<file path="src/rtl/fetch_queue.sv">
// fetch_queue: fetch-to-decode instruction FIFO with flush and async reset.
// Define FETCH_QUEUE_BYPASS_EN to let a push into an empty queue reach decode in the same cycle.
module fetch_queue #(
   parameter int XLEN  = 32,
   parameter int DEPTH = 4,
   parameter int PTR_W = $clog2(DEPTH)
) (
   input  logic             clk,
   input  logic             rst,
   input  logic             flush_i,
   input  logic             push_valid_i,
   output logic             push_ready_o,
   input  logic [XLEN-1:0]  push_pc_i,
   input  logic [31:0]      push_instr_i,
   output logic             pop_valid_o,
   input  logic             pop_ready_i,
   output logic [XLEN-1:0]  pop_pc_o,
   output logic [XLEN-1:0]  pop_pc_plus_4_o,
   output logic [31:0]      pop_instr_o,
   output logic [PTR_W:0]   count_o
);
   localparam logic [PTR_W:0] FULL = (PTR_W+1)'(DEPTH);
   localparam logic [31:0] NOP = 32'h0000_0013;
   logic [XLEN-1:0] pc_mem [DEPTH];
   logic [31:0] instr_mem [DEPTH];
   logic [PTR_W-1:0] wr_ptr_q, wr_ptr_d, rd_ptr_q, rd_ptr_d;
   logic [PTR_W:0] count_q, count_d;
   logic empty, bypass, store, pop_mem;
   assign empty = count_q == '0;
`ifdef FETCH_QUEUE_BYPASS_EN
   assign bypass = empty & push_valid_i & !flush_i & !rst;
`else
   assign bypass = 1'b0;
`endif
   assign push_ready_o = !rst & !flush_i & (count_q != FULL);
   assign pop_valid_o = !flush_i & (!empty | bypass);
   // a bypassed entry taken by decode in the same cycle never touches storage
   assign store = push_valid_i & push_ready_o & !(bypass & pop_ready_i);
   assign pop_mem = pop_valid_o & pop_ready_i & !empty;
   always_comb begin
      wr_ptr_d = flush_i ? '0 : wr_ptr_q + PTR_W'(store);
      rd_ptr_d = flush_i ? '0 : rd_ptr_q + PTR_W'(pop_mem);
      count_d = flush_i ? '0 : count_q + (PTR_W+1)'(store) - (PTR_W+1)'(pop_mem);
   end
   always_ff @(posedge clk or posedge rst) begin
      if (rst) begin
         wr_ptr_q <= '0;
         rd_ptr_q <= '0;
         count_q <= '0;
      end else begin
         wr_ptr_q <= wr_ptr_d;
         rd_ptr_q <= rd_ptr_d;
         count_q <= count_d;
      end
   end
   always_ff @(posedge clk) begin
      if (store) begin
         pc_mem[wr_ptr_q] <= push_pc_i;
         instr_mem[wr_ptr_q] <= push_instr_i;
      end
   end
   always_comb begin
      pop_pc_o = !pop_valid_o ? '0 : bypass ? push_pc_i : pc_mem[rd_ptr_q];
      pop_instr_o = !pop_valid_o ? NOP : bypass ? push_instr_i : instr_mem[rd_ptr_q];
      pop_pc_plus_4_o = pop_pc_o + XLEN'(4);
   end
   assign count_o = count_q;
endmodule
</file>
<file path="config.mk">
export PLATFORM = sky130hd
export DESIGN_NAME = fetch_queue
export DESIGN_NICKNAME = d
export VERILOG_FILES = /design/src/rtl/fetch_queue.sv
export SDC_FILE = /design/constraint.sdc
export NUM_CORES = 1
export LEC_CHECK = 0
export CORE_UTILIZATION = 54
export CTS_BUF_LIST = sky130_fd_sc_hd__clkbuf_16
export DETAILED_ROUTE_END_ITERATION = 10
export GPL_TIMING_DRIVEN = 0
export PLACE_DENSITY = 0.92
export SLEW_MARGIN = 20
export SYNTH_ARGS = -nofsm -noshare
export SYNTH_HDL_FRONTEND = slang
export SYNTH_SLANG_ARGS = --single-unit
</file>
<file path="constraint.sdc">
create_clock -name clk -period 6.64 [get_ports clk]
set_input_delay 1.992 -clock clk [delete_from_list [all_inputs] [get_ports clk]]
set_output_delay 1.992 -clock clk [all_outputs]
set_load 0.05 [all_outputs]
</file>
==> qor.yml <==
global_routing:
  grt_pass1_wl_um: 37600
  grt_max_degree: 35
  top_usage_layer: "met2"
  overflow: 0
  grt_usage_pct: 25.0
  grt_pass1_vias: 6654
  antenna_found_initial: 3
  use_met3_pct: 6.80
  grt_util_met1_pct: 30.1
  met2_usage_pct: 43.4
setup_path:
  cpPeakStageDelay_ps: 640
  cp_max_fo: 17
  cp-end-kind: "output pin"
  cp_data_required_time_ps: 4650
  path_delay_family: "simple AND/OR/NAND/NOR gates"
  worst-setup-path-type: "in2out"
  startpoint_type: "input port"
  cp.arrival_ps: 4510
  crit_buf_inv: 5
  crit_chain: "clkbuf_16, inv_8, and2_4, clkbuf_16, nand2_8, clkinvlp_4, ha_4, nand2_2, o22ai_2, nand4_1, or4_4, nor3_4, xor2_4, buf_6"
  crit_slowest_cell: "or4_4"
  cp_common_cell: "clkbuf_16"
clocking:
  htreeDepth: 1
  cts_hold_buf: 0
  numCtsBuffers: 26
  clockRootBuffer: "clkbuf_16"
  clk-insertion-delay-late_ps: 520
  clk_pin_slew_ps: 60
  clock_sinks: 263
  tritoncts: "done"
  cts_buffer_depth: 3
final_layout:
  antennaDiodeCount: 0
  area_growth_pct: 31.7
  fin_nets: 853
  drive_above_1_share_pct: 21.6
logic_synthesis:
  yosysWarnings: 0
  ys_seq_area_share_pct: 72.5
  syn_inst: 566
  synth_seq_cells: 263
  synth_area_um2: 10800
  syn_nets: 639
  syn-mean-instance-area_um2: 19.2
  yosysUniqueCellTypes: 39
die:
  coreArea_um2: 19600
  ios: 170
  dieHeight_um: 144
  fp.dieW_um: 144
  rows: 51
  die_area_um2: 20700
  start_util_pct: 55.4
power:
  pwr-share-clk_pct: 31.4
  power_mw: 4.83
  comb_power_share_pct: 29.7
  pwr-share-seq_pct: 38.9
  power_switching_mw: 1.51
  power_density_nw_per_um2: 338
  ir_drop_mv: 0.322
  p_int_mw: 3.32
  p_leak_nw: 4.93
  p_sw_share_pct: 31.3
detailed_routing:
  detail-route-antenna-nets: 0
  wl_per_cell_um: 23.7
  drt_wl_total_um: 25200
  viasPerCell: 5.92
  vias: 6306
  drt_iter0_markers: 377
  drcViolationCount: 0
  dr.pass1.iters: 5
run_status:
  outcome: "finished, final reports clean"
placement:
  pre_cts_slack_ps: -1080
  hpwlAfterDp_um: 17300
  place_congestion: 0.980
  port_buffers: 168
sta:
  max_freq_ghz: 0.154
  hold_ws_ps: 719
  tightest_slew_ps: 669
  slew-limit-headroom_pct: 55.4
  rsz0062_at_grt: "false"
  slew_violations: 0
  fin_skew_ps: 16.0
  setup_ws_ps: 135
  period_share_pct: 98.0
  hold_viol_final: 0
  finalSetupViolCount: 0
  period_needed_ps: 6500
flow_run:
  maxCapViolCount: 0
hold_path:
  hp-class: "reg2reg"
cell usage in the layout (no fill, tap or decap), types with 4 or more instances in the layout:
cell,netlist,routed
clkbuf_16,0,29
buf_6,4,8
buf_2,6,6
buf_8,0,8
xnor2_1,21,15
clkbuf_1,22,18
edfxtp_1,256,256
nor2_1,18,15
clkinv_2,0,7
buf_12,2,4
mux4_1,9,9
nand3_1,12,12
nand2_1,20,18
nand2b_1,4,4
clkdlybuf4s50_1,0,157
inv_1,7,8
dfrtp_1,7,7
xnor2_2,0,6
buf_4,4,11
and3_1,66,64
bufinv_16,0,5
xor2_1,11,8
nand4_1,8,8
mux4_2,55,55
clkinv_1,0,5
through the flow:
stage	utilization [%]	area (um^2)	std cells	setup TNS, ps
floorplan	-	11100	566	-222
detailed placement	68.1	13300	1013	-8250
CTS	72.8	14300	1062	0
finish	72.9	14300	1065	0
global route	72.9	14300	1065	0
global placement	66.8	13100	999	-7440
worst min-delay path, delay by kind of cell (launching register included):
family | cells | cell delay [ps]
flip-flops | 1 | 460
adder cells (fa/ha/maj) | 1 | 190
AND/OR/NAND/NOR | 1 | 40
registers in the layout (all words and copies together), names as in the netlist:
register   cells
count_o        3
rd_ptr_q       2
instr_mem    128
pc_mem       128
wr_ptr_q       2
metal layers:
metal	routed length (um)	share of wire (%)
met2	12800	51
met4	647	2.6
met5	46	0.18
met1	9370	37
met3	2340	9.3
worst paths after layout:
check                                     start                     to  slack [ps]  cells after the start
min reg2reg                count_o[1]$_DFF_PP0_   count_o[1]$_DFF_PP0_         720                      2
min                        count_o[1]$_DFF_PP0_   count_o[1]$_DFF_PP0_         720                      2
max                                     flush_i    pop_pc_plus_4_o[28]         140                     14
max reg2reg                count_o[1]$_DFF_PP0_   count_o[2]$_DFF_PP0_        3600                     13
min in group asynchronous                   rst   count_o[2]$_DFF_PP0_        1740                      2
max in group asynchronous                   rst  wr_ptr_q[1]$_DFF_PP0_        4670                      2
synthesized netlist by cell type:
master,count,area [um^2]
buf_12,2,40.0
or4_4,1,11.3
dfrtp_1,7,175
buf_6,4,45.0
xor2_1,11,96.3
inv_1,7,26.3
o21ai_0,1,5.00
buf_2,6,30.0
buf_4,4,30.0
nand2_2,2,12.5
ha_1,3,37.5
nor2b_1,2,12.5
or3_1,1,6.26
and4_1,3,26.3
o22ai_1,1,6.26
or4b_4,1,13.8
edfxtp_1,256,7690
nand2b_1,4,25.0
xnor2_1,21,184
buf_1,3,11.3
nand3_1,12,60.1
nor3_4,1,16.3
and2_1,3,18.8
nor2_2,2,12.5
and3_1,66,413
clkbuf_1,22,82.6
a211oi_1,1,7.51
nor3b_1,1,7.51
mux4_2,55,1240
nor2_1,18,67.6
nor3_1,2,10.0
mux4_1,9,236
o31ai_1,1,7.51
o221a_2,1,11.3
fa_1,1,20.0
nand4_1,8,50.1
mux2i_1,2,20.0
nor3_2,1,10.0
nand2_1,20,75.1
what timing repair did:
| item | in CTS | in global routing |
|---|---|---|
| setup endpoints to repair | 12 | 9 |
| gates cloned | 0 | 0 |
| gates resized for setup | 42 | 6 |
| pin swaps | 4 | 5 |
| setup buffers | 1 | 4 |
power by group through the flow:
stage                     registers [mW]  logic, mW  clock network, mW
after floorplan                     1.93      0.935                  0
after global placement              1.91       1.38                  0
after detailed placement            1.91       1.42                  0
after CTS                           1.88       1.42               1.53
after global routing                1.88       1.49               1.59
final                               1.88       1.43               1.52
cells by family (layout without fill, tap and decap cells):
group,count (synthesis),in the layout,synth area share (%)
DFF,263,263,72.5
and+or+nand+nor,148,148,7.82
muxes,66,66,13.8
buffers and inverters,48,282,2.45
xor gates and xnor gates,32,32,2.58
AOI/OAI and AO/OA,5,5,0.346
adders and majority gates,4,4,0.531
cell type report:
cell class,instances,area [um^2]
multi-input cells,255,2920
inverters,7,37.5
clock buffers,27,676
fillers,1191,5310
repair buffers,187,1950
well taps,265,332
flip-flops and latches,263,7860
clock inverters,21,223
plain buffers,40,282
No activity file was read; power rests on OpenSTA's default activity.
